$ cat config.mk
export PLATFORM = sky130hd
export DESIGN_NAME = pipe_stage_latch
export DESIGN_NICKNAME = d
export VERILOG_FILES = /design/src/rtl/pipe_stage_latch_pkg.sv /design/src/rtl/pipe_stage_latch_slot.sv /design/src/rtl/pipe_stage_latch.sv
export SDC_FILE = /design/constraint.sdc
export NUM_CORES = 1
export LEC_CHECK = 0
export BUFFER_PORTS_ARGS = -buffer_cell sky130_fd_sc_hd__buf_2
export CAP_MARGIN = 20
export CORE_AREA = 10 10 92 86
export DETAILED_ROUTE_END_ITERATION = 6
export DIE_AREA = 0 0 102 96
export PLACE_DENSITY = 0.84
export SLEW_MARGIN = 0
export SYNTH_ARGS = -nofsm -noshare
export SYNTH_HDL_FRONTEND = slang
export SYNTH_HIERARCHICAL = 1
export SYNTH_SLANG_ARGS = --single-unit
$ cat constraint.sdc
create_clock -name CLK -period 4.3 [get_ports CLK]
set_clock_uncertainty 0.15 [all_clocks]
set_input_delay 1.29 -clock CLK [delete_from_list [all_inputs] [get_ports CLK]]
set_output_delay 1.29 -clock CLK [all_outputs]
set_load 0.005 [all_outputs]
$ cat src/rtl/pipe_stage_latch_pkg.sv
// Shared types for the generic pipeline stage latch: occupancy state and NOP defaults.
package pipe_stage_latch_pkg;

   typedef enum logic [1:0] {
      EMPTY = 2'd0,
      ONE   = 2'd1,
      FULL  = 2'd2
   } latch_state_t;

   localparam logic [31:0] NOP_W32 = 32'h0;

   // Occupancy follows directly from the two slot valid bits; skid is only ever filled behind a head.
   function automatic latch_state_t state_of(input logic head_v, input logic skid_v);
      if (skid_v) return FULL;
      if (head_v) return ONE;
      return EMPTY;
   endfunction

endpackage

$ cat src/rtl/pipe_stage_latch_slot.sv
// One storage entry of the stage latch: WIDTH-bit data register plus valid, clear beats load.
module pipe_stage_latch_slot #(
   parameter int WIDTH = 32
) (
   input  logic             CLK,
   input  logic             nRST,
   input  logic             load,
   input  logic             clear,
   input  logic [WIDTH-1:0] d,
   output logic             valid,
   output logic [WIDTH-1:0] q
);

   always_ff @(posedge CLK or negedge nRST) begin
      if (!nRST) begin
         valid <= 1'b0;
         q     <= '0;
      end else if (clear) begin
         valid <= 1'b0;
      end else if (load) begin
         valid <= 1'b1;
         q     <= d;
      end
   end

endmodule

$ cat src/rtl/pipe_stage_latch.sv
// Parametrised pipeline register with valid/ready, sync flush, optional skid entry and bubble counter.
module pipe_stage_latch
   import pipe_stage_latch_pkg::*;
#(
   parameter int               WIDTH  = 32,
   parameter int               SKID   = 0,
   parameter logic [WIDTH-1:0] BUBBLE = '0,
   parameter int               CNT_W  = 32
) (
   input  logic             CLK,
   input  logic             nRST,
   input  logic             flush,
   input  logic             in_valid,
   output logic             in_ready,
   input  logic [WIDTH-1:0] in_data,
   output logic             out_valid,
   input  logic             out_ready,
   output logic [WIDTH-1:0] out_data,
   output logic [1:0]       count,
   output logic [CNT_W-1:0] bubble_cnt
);

   logic             accept, consume;
   logic             head_v, head_load, head_clr;
   logic [WIDTH-1:0] head_q, head_din;

   assign accept  = in_valid & in_ready;
   assign consume = head_v & out_ready;

   pipe_stage_latch_slot #(.WIDTH(WIDTH)) u_head (
      .CLK   (CLK),
      .nRST  (nRST),
      .load  (head_load),
      .clear (head_clr),
      .d     (head_din),
      .valid (head_v),
      .q     (head_q)
   );

   generate
      if (SKID == 0) begin : g_single
         // Accept while full and consumed replaces the entry in place.
         assign in_ready  = !flush & (!head_v | out_ready);
         assign head_load = accept;
         assign head_clr  = flush | (consume & !accept);
         assign head_din  = in_data;
         assign count     = {1'b0, head_v};
      end else begin : g_skid
         logic             skid_v, skid_load, skid_clr, ready_q;
         logic [WIDTH-1:0] skid_q;

         // in_ready is registered and low only when FULL, so accept never coincides with skid_v.
         assign skid_load = !flush & accept & head_v & !consume;
         assign skid_clr  = flush | consume;
         assign head_load = (accept & (!head_v | consume)) | (skid_v & consume);
         assign head_din  = skid_v ? skid_q : in_data;
         assign head_clr  = flush | (consume & !accept & !skid_v);

         pipe_stage_latch_slot #(.WIDTH(WIDTH)) u_skid (
            .CLK   (CLK),
            .nRST  (nRST),
            .load  (skid_load),
            .clear (skid_clr),
            .d     (in_data),
            .valid (skid_v),
            .q     (skid_q)
         );

         always_ff @(posedge CLK or negedge nRST) begin
            if (!nRST) ready_q <= 1'b0;
            else       ready_q <= flush | !(skid_load | (skid_v & !skid_clr));
         end

         assign in_ready = ready_q;
         assign count    = 2'(state_of(head_v, skid_v));
      end
   endgenerate

   assign out_valid = head_v;
   assign out_data  = head_v ? head_q : BUBBLE;

   always_ff @(posedge CLK or negedge nRST) begin
      if (!nRST)                               bubble_cnt <= '0;
      else if (!head_v && (bubble_cnt != '1))  bubble_cnt <= bubble_cnt + 1'b1;
   end

endmodule
==> run summary, run 1 <==
Initial DRC Count: 100
CORE AREA: 6010 um2
CP Capture Type: output pin
Mapped Area: 3220 um2
Syn Nets: 296
clock buffer depth: 2
Root Buffer: clkbuf_8
Die Wd: 102 um
via/cell ratio: 5.09
min Tclk post-route: 3.15 ns
max_slew headroom: 34.3%
Antenna Nets Post-Route: 0
cts bufs inserted: 9
Row Count: 27
Area growth, synth to finish: 23.2%
Clock Sinks: 65
cts hold-fix bufs: 0
final setup violation count: 0
unrepaired setup endpoints after global routing: false
Placed Area: 3730 um2
max-cap violation count: 0
Clock Latency Late Sink: 0.34 ns
Seq/Total Area, Yosys: 50.6%
most frequent cell after synthesis: dfrtp_1
Worst Hold Class: reg2reg
IO Port Bufs: 103
Async S/R FF share, synth: 100%
maximum vdd drop: 303 uV
Overall Global Routing Usage: 15.5%
largest area contributor in the netlist: dfrtp_1
deepest level of the CTS H-tree: 3
Post-synth EDFFs: 0
Synth top area share: 50.6%
global-route wire length before repair: 11.9 mm
pwr dens: 434 nW/um2
Starting Density: 53.5%
Net count, final: 402
critical path fanouts, max: 2
Final Hold Fails: 0
cell area after layout: 3960 um2
WP data required: 2.86 ns
period utilization: 73.2%
total grt overflow: 0
Mapped Cells: 258
Setup TNS: 0 ns
DIE AREA: 9790 um2
vias: 2,245
fillers: 476
DP Wirelength: 5.61 mm
most frequent cells after synthesis: dfrtp_1, and2_1, mux2_4
Avg Inst Size Synth: 12.5 um2
drt pass-1 iters: 4
Fmax: 0.318 GHz
die height: 96 um
vias in the first global route: 2,305
top cells by area, synth: dfrtp_1, mux2_4, and2_1
Slew @ Worst Pin: 0.985 ns
largest net degree at the start of global routing: 48
YS warnings: 6
final wirelength: 7.33 mm
Most used DFF post-synth: dfrtp_1
initial antenna violation count: 0
n_diodes: 0
Placer Congestion: 0.769
critical path arrival: 1.71 ns
Cell variety after synth: 38
Clock Pin Slew Worst Setup and Hold Paths: 0.07 ns
Leakage: 0.00208 uW
Post-CTS Setup Bufs: 0
Routed wire per std cell: 16.6 um
status: finished, final reports clean
cells on worst reg2reg path: 5
final-report max-slew violation count: 0
hold path cells: 1
post_cts resized: 0
kind of critical path: in2out
fraction of layout cells with a size suffix above 1: 44.2%
DR DRC count: 0
# IOs: 105
synthesis-stage register bit count: 65
CTS tree: done
CP startpoint kind: input port
==> report_power, final <==
group          switching [uW]  internal, uW  total (uW)
Combinational             124           197         321
Clock                     241           344         586
Sequential               98.6           714         813
Total                     464          1260        1720
==> critical path, stage by stage <==
cell and delay [ns]:
buf_2 0.08, inv_1 0.04, a21oi_1 0.15, buf_2 0.14
==> through the flow <==
step           power, uW  hold WS, ns  instances  setup WS [ns]  util (%)
2_1_floorplan       1010        0.323        258           1.36         -
3_3_place_gp        1130        0.334        425           1.16      62.1
3_5_place_dp        1150        0.336        425           1.08      62.1
4_1_cts             1740        0.357        441           1.12      65.9
5_1_grt             1820        0.373        441           1.02      65.9
6_report            1720        0.352        441           1.15      65.9
==> sequential cells by signal (all words and copies together), names as in the netlist <==
signal        cells
u_head/valid      1
bubble_cnt       32
u_head/q         32
==> cell usage in the layout (no fill, tap or decap), types with 2 or more instances in the layout <==
cell type,instances
buf_2,103
dfrtp_1,65
and2_1,34
mux2_4,31
nor2_1,17
xor2_1,14
xnor2_1,13
nand2_1,11
nand4_1,11
clkbuf_8,10
nand3_1,8
inv_1,5
and4_1,5
nor3_1,5
a21oi_1,3
and3_1,3
mux2_2,3
nor3b_1,2
bufinv_16,2
buf_4,2
==> area by class of cell <==
type / count / area [um2] / share of cell area (%)
flip-flops and latches: 65 / 1630 / 41.0
inverters: 5 / 18.8 / 0.474
clock inverters: 6 / 90.1 / 2.27
multi-input cells: 178 / 1470 / 37.1
well taps: 72 / 90.1 / 2.27
repair buffers: 105 / 531 / 13.4
clock buffers: 10 / 138 / 3.47
==> worst paths after layout <==
check / to / startpoint / slack [ns]
max reg2reg: u_head/q[13] / u_head/valid / 1.41
min in group asynchronous: u_head/q[21] / nRST / 0.73
max in group asynchronous: bubble_cnt[11] / nRST / 2.33
min: u_head/q[12] / u_head/q[12] / 0.35
min reg2reg: u_head/q[12] / u_head/q[12] / 0.35
max: in_ready / out_ready / 1.15
==> logic make-up after synthesis <==
| logic type | synth area share [%] |
|---|---|
| muxes | 15.8 |
| and+or+nand+nor | 19.6 |
| buffers and inverters | 3.74 |
| other | 0.117 |
| xor gates and xnor gates | 7.35 |
| adders and majority gates | 0.389 |
| DFF | 50.6 |
| AOI/OAI and AO/OA | 2.33 |
==> routing by layer <==
metal	track usage, %	vias to the layer above	share of wire [%]
met1	17.8	1087	41
li1	-	1088	-
met4	4.81	0	1.4
met2	26.4	62	51
met5	0	-	0
met3	5.73	8	6.4
Power figures use the tool's default switching activity.
==> run 2: changes to the inputs <==
--- a/config.mk
+++ b/config.mk
@@ -7,10 +7,10 @@
 export LEC_CHECK = 0
 export BUFFER_PORTS_ARGS = -buffer_cell sky130_fd_sc_hd__buf_2
 export CAP_MARGIN = 20
-export CORE_AREA = 10 10 92 86
+export CORE_AREA = 10 10 100 93
 export DETAILED_ROUTE_END_ITERATION = 6
-export DIE_AREA = 0 0 102 96
-export PLACE_DENSITY = 0.84
+export DIE_AREA = 0 0 110 103
+export PLACE_DENSITY = 0.75
 export SLEW_MARGIN = 0
 export SYNTH_ARGS = -nofsm -noshare
 export SYNTH_HDL_FRONTEND = slang
==> constraint.sdc (replaced) <==
create_clock -name CLK -period 2.8 [get_ports CLK]
set_clock_uncertainty 0.15 [all_clocks]
set_input_delay 0.84 -clock CLK [delete_from_list [all_inputs] [get_ports CLK]]
set_output_delay 0.84 -clock CLK [all_outputs]
set_load 0.005 [all_outputs]
==> run 2 against run 1 <==
Against the previous run: register-to-register slack got worse by 0.92 ns; wire length rose by 2.1%; die area rose by 16%; total power rose by 47%; combinational power rose by 57%; critical path depth rose by 2; final area rose by 0.63%; count of clock-buffer cells in the layout did not move; largest cell class unchanged.
==> run summary, run 2 (synthesis results as in run 1) <==
most common cell after layout, fill and taps aside: buf_2
min Tclk post-route: 2.31 ns
final setup violation count: 0 (unchanged)
Post-CTS Setup Bufs: 0 (unchanged)
clock buffer depth: 2 (unchanged)
status: finished, final reports clean
cell area after layout: 3990 um2 (+0.63%)
Worst Hold Class: in2async
final wirelength: 7.48 mm (+2.1%)
Setup TNS: 0 ns (unchanged)
DIE AREA: 11,300 um2 (+16%)
WP data required: 2.87 ns (about the same)
pwr dens: 633 nW/um2 (+46%)
CP Capture Type: flop
Clock Sinks: 65 (unchanged)
DR DRC count: 0 (unchanged)
# IOs: 105 (unchanged)
Final Hold Fails: 0 (unchanged)
Leakage: 0.00208 uW (about the same)
die height: 103 um (+7.3%)
period utilization: 82.5%
Clock Pin Slew Worst Setup and Hold Paths: 0.07 ns (about the same)
biggest regs: bubble_cnt: 32 flops, u_head/q: 32 flops, u_head/valid: 1 flops
max_slew headroom: 65.9% (+32 points)
Overall Global Routing Usage: 13.6% (-1.9 points)
most frequent cells in the layout: buf_2, dfrtp_1, and2_1, mux2_4, nor2_1
kind of critical path: reg2reg
IO Port Bufs: 103 (unchanged)
Net count, final: 404 (+0.50%)
vias in the first global route: 2,366 (+2.6%)
Die Wd: 110 um (+7.8%)
Routed wire per std cell: 16.0 um (-3.6%)
initial antenna violation count: 0 (unchanged)
unrepaired setup endpoints after global routing: false
global-route wire length before repair: 12.2 mm (+2.5%)
Antenna Nets Post-Route: 0 (unchanged)
critical path arrival: 2.38 ns (+0.67 ns)
cts bufs inserted: 9 (unchanged)
Placed Area: 3790 um2 (+1.5%)
total grt overflow: 0 (unchanged)
Core Util, Final: 54.5% (-11 points)
fraction of layout cells with a size suffix above 1: 44.5% (+0.30 points)
Fmax: 0.433 GHz
critical path fanouts, max: 9 (+7)
DP Wirelength: 5.62 mm (+0.21%)
Slew @ Worst Pin: 0.512 ns (-0.473 ns)
vias: 2,309 (+2.9%)
Row Count: 30 (+11%)
post_cts resized: 0 (unchanged)
CTS tree: done
Root Buffer: clkbuf_8
Clock Latency Late Sink: 0.33 ns (about the same)
CP startpoint kind: flop
Starting Density: 43.9% (-9.5 points)
n_diodes: 0 (unchanged)
drt pass-1 iters: 4 (unchanged)
cts hold-fix bufs: 0 (unchanged)
max-cap violation count: 0 (unchanged)
maximum vdd drop: 243 uV (-20%)
largest net degree at the start of global routing: 41 (-15%)
final-report max-slew violation count: 0 (unchanged)
CORE AREA: 7320 um2 (+22%)
Placer Congestion: 0.762 (-0.94%)
deepest level of the CTS H-tree: 3 (unchanged)
Initial DRC Count: 51 (-49%)
via/cell ratio: 4.94 (-2.9%)
Area growth, synth to finish: 24.0%
## run 2: cell types whose count changed in the layout (fill, tap and decap cells not counted)
cell	before	now
clkinv_4	1	0
buf_4	2	3
bufinv_16	2	1
clkinv_2	1	4
buf_12	0	1
inv_6	1	0
## run 2: through the flow
step	instances	setup WS (ns)	total power [uW]	hold slack (ns)
detailed placement	451	0.437	1760	0.338
global route	467	0.244	2680	0.351
finish	467	0.489	2520	0.322
CTS	467	0.441	2560	0.339
global placement	451	0.503	1740	0.335
floorplan	258	0.616	1550	0.323
## run 2: report_power, final
group / total [uW] / switching (uW) / internal [uW]
Combinational: 503 / 197 / 306
Sequential: 1240 / 138 / 1100
Clock: 786 / 357 / 429
Total: 2520 / 692 / 1830
## run 2: worst paths after layout
path,start,endpoint,slack [ns],depth (start not counted)
hold / removal,nRST,bubble_cnt[20],0.32,1
min in group CLK,u_head/q[14],u_head/q[14],0.35,1
max in group asynchronous,nRST,u_head/q[27],1.49,2
setup / recovery,bubble_cnt[0],bubble_cnt[1],0.49,6
setup reg to reg,bubble_cnt[0],bubble_cnt[1],0.49,6
hold reg to reg,u_head/q[14],u_head/q[14],0.35,1
## run 2: area by class of cell
cell class                      count  area (um2)
Clock buffer                       10         138
Sequential cell                    65        1630
Timing Repair Buffer              107         558
Fill cell                         667        3330
Clock inverter                      6        57.6
Inverter                            5        18.8
Tap cell                           96         120
Multi-Input combinational cell    178        1470
## run 2: critical path, cell delays in order, from the launching register on
cell and delay, ns:
dfrtp_1 0.43, ha_1 0.23, and3_1 0.19, nand4_1 0.28, nor3_4 0.51, nor2_2 0.10, mux2_4 0.31
## run 2: metal layers
metal  vias up  share of wire, %  wire, um  global-route usage (%)
li1       1095                 -         -                       -
met1      1140                42      3160                    16.4
met2        61                49      3670                    22.3
met3        13               7.2       537                    3.81
met4         0               1.6       117                    5.60
met5         -                 0         0                       0
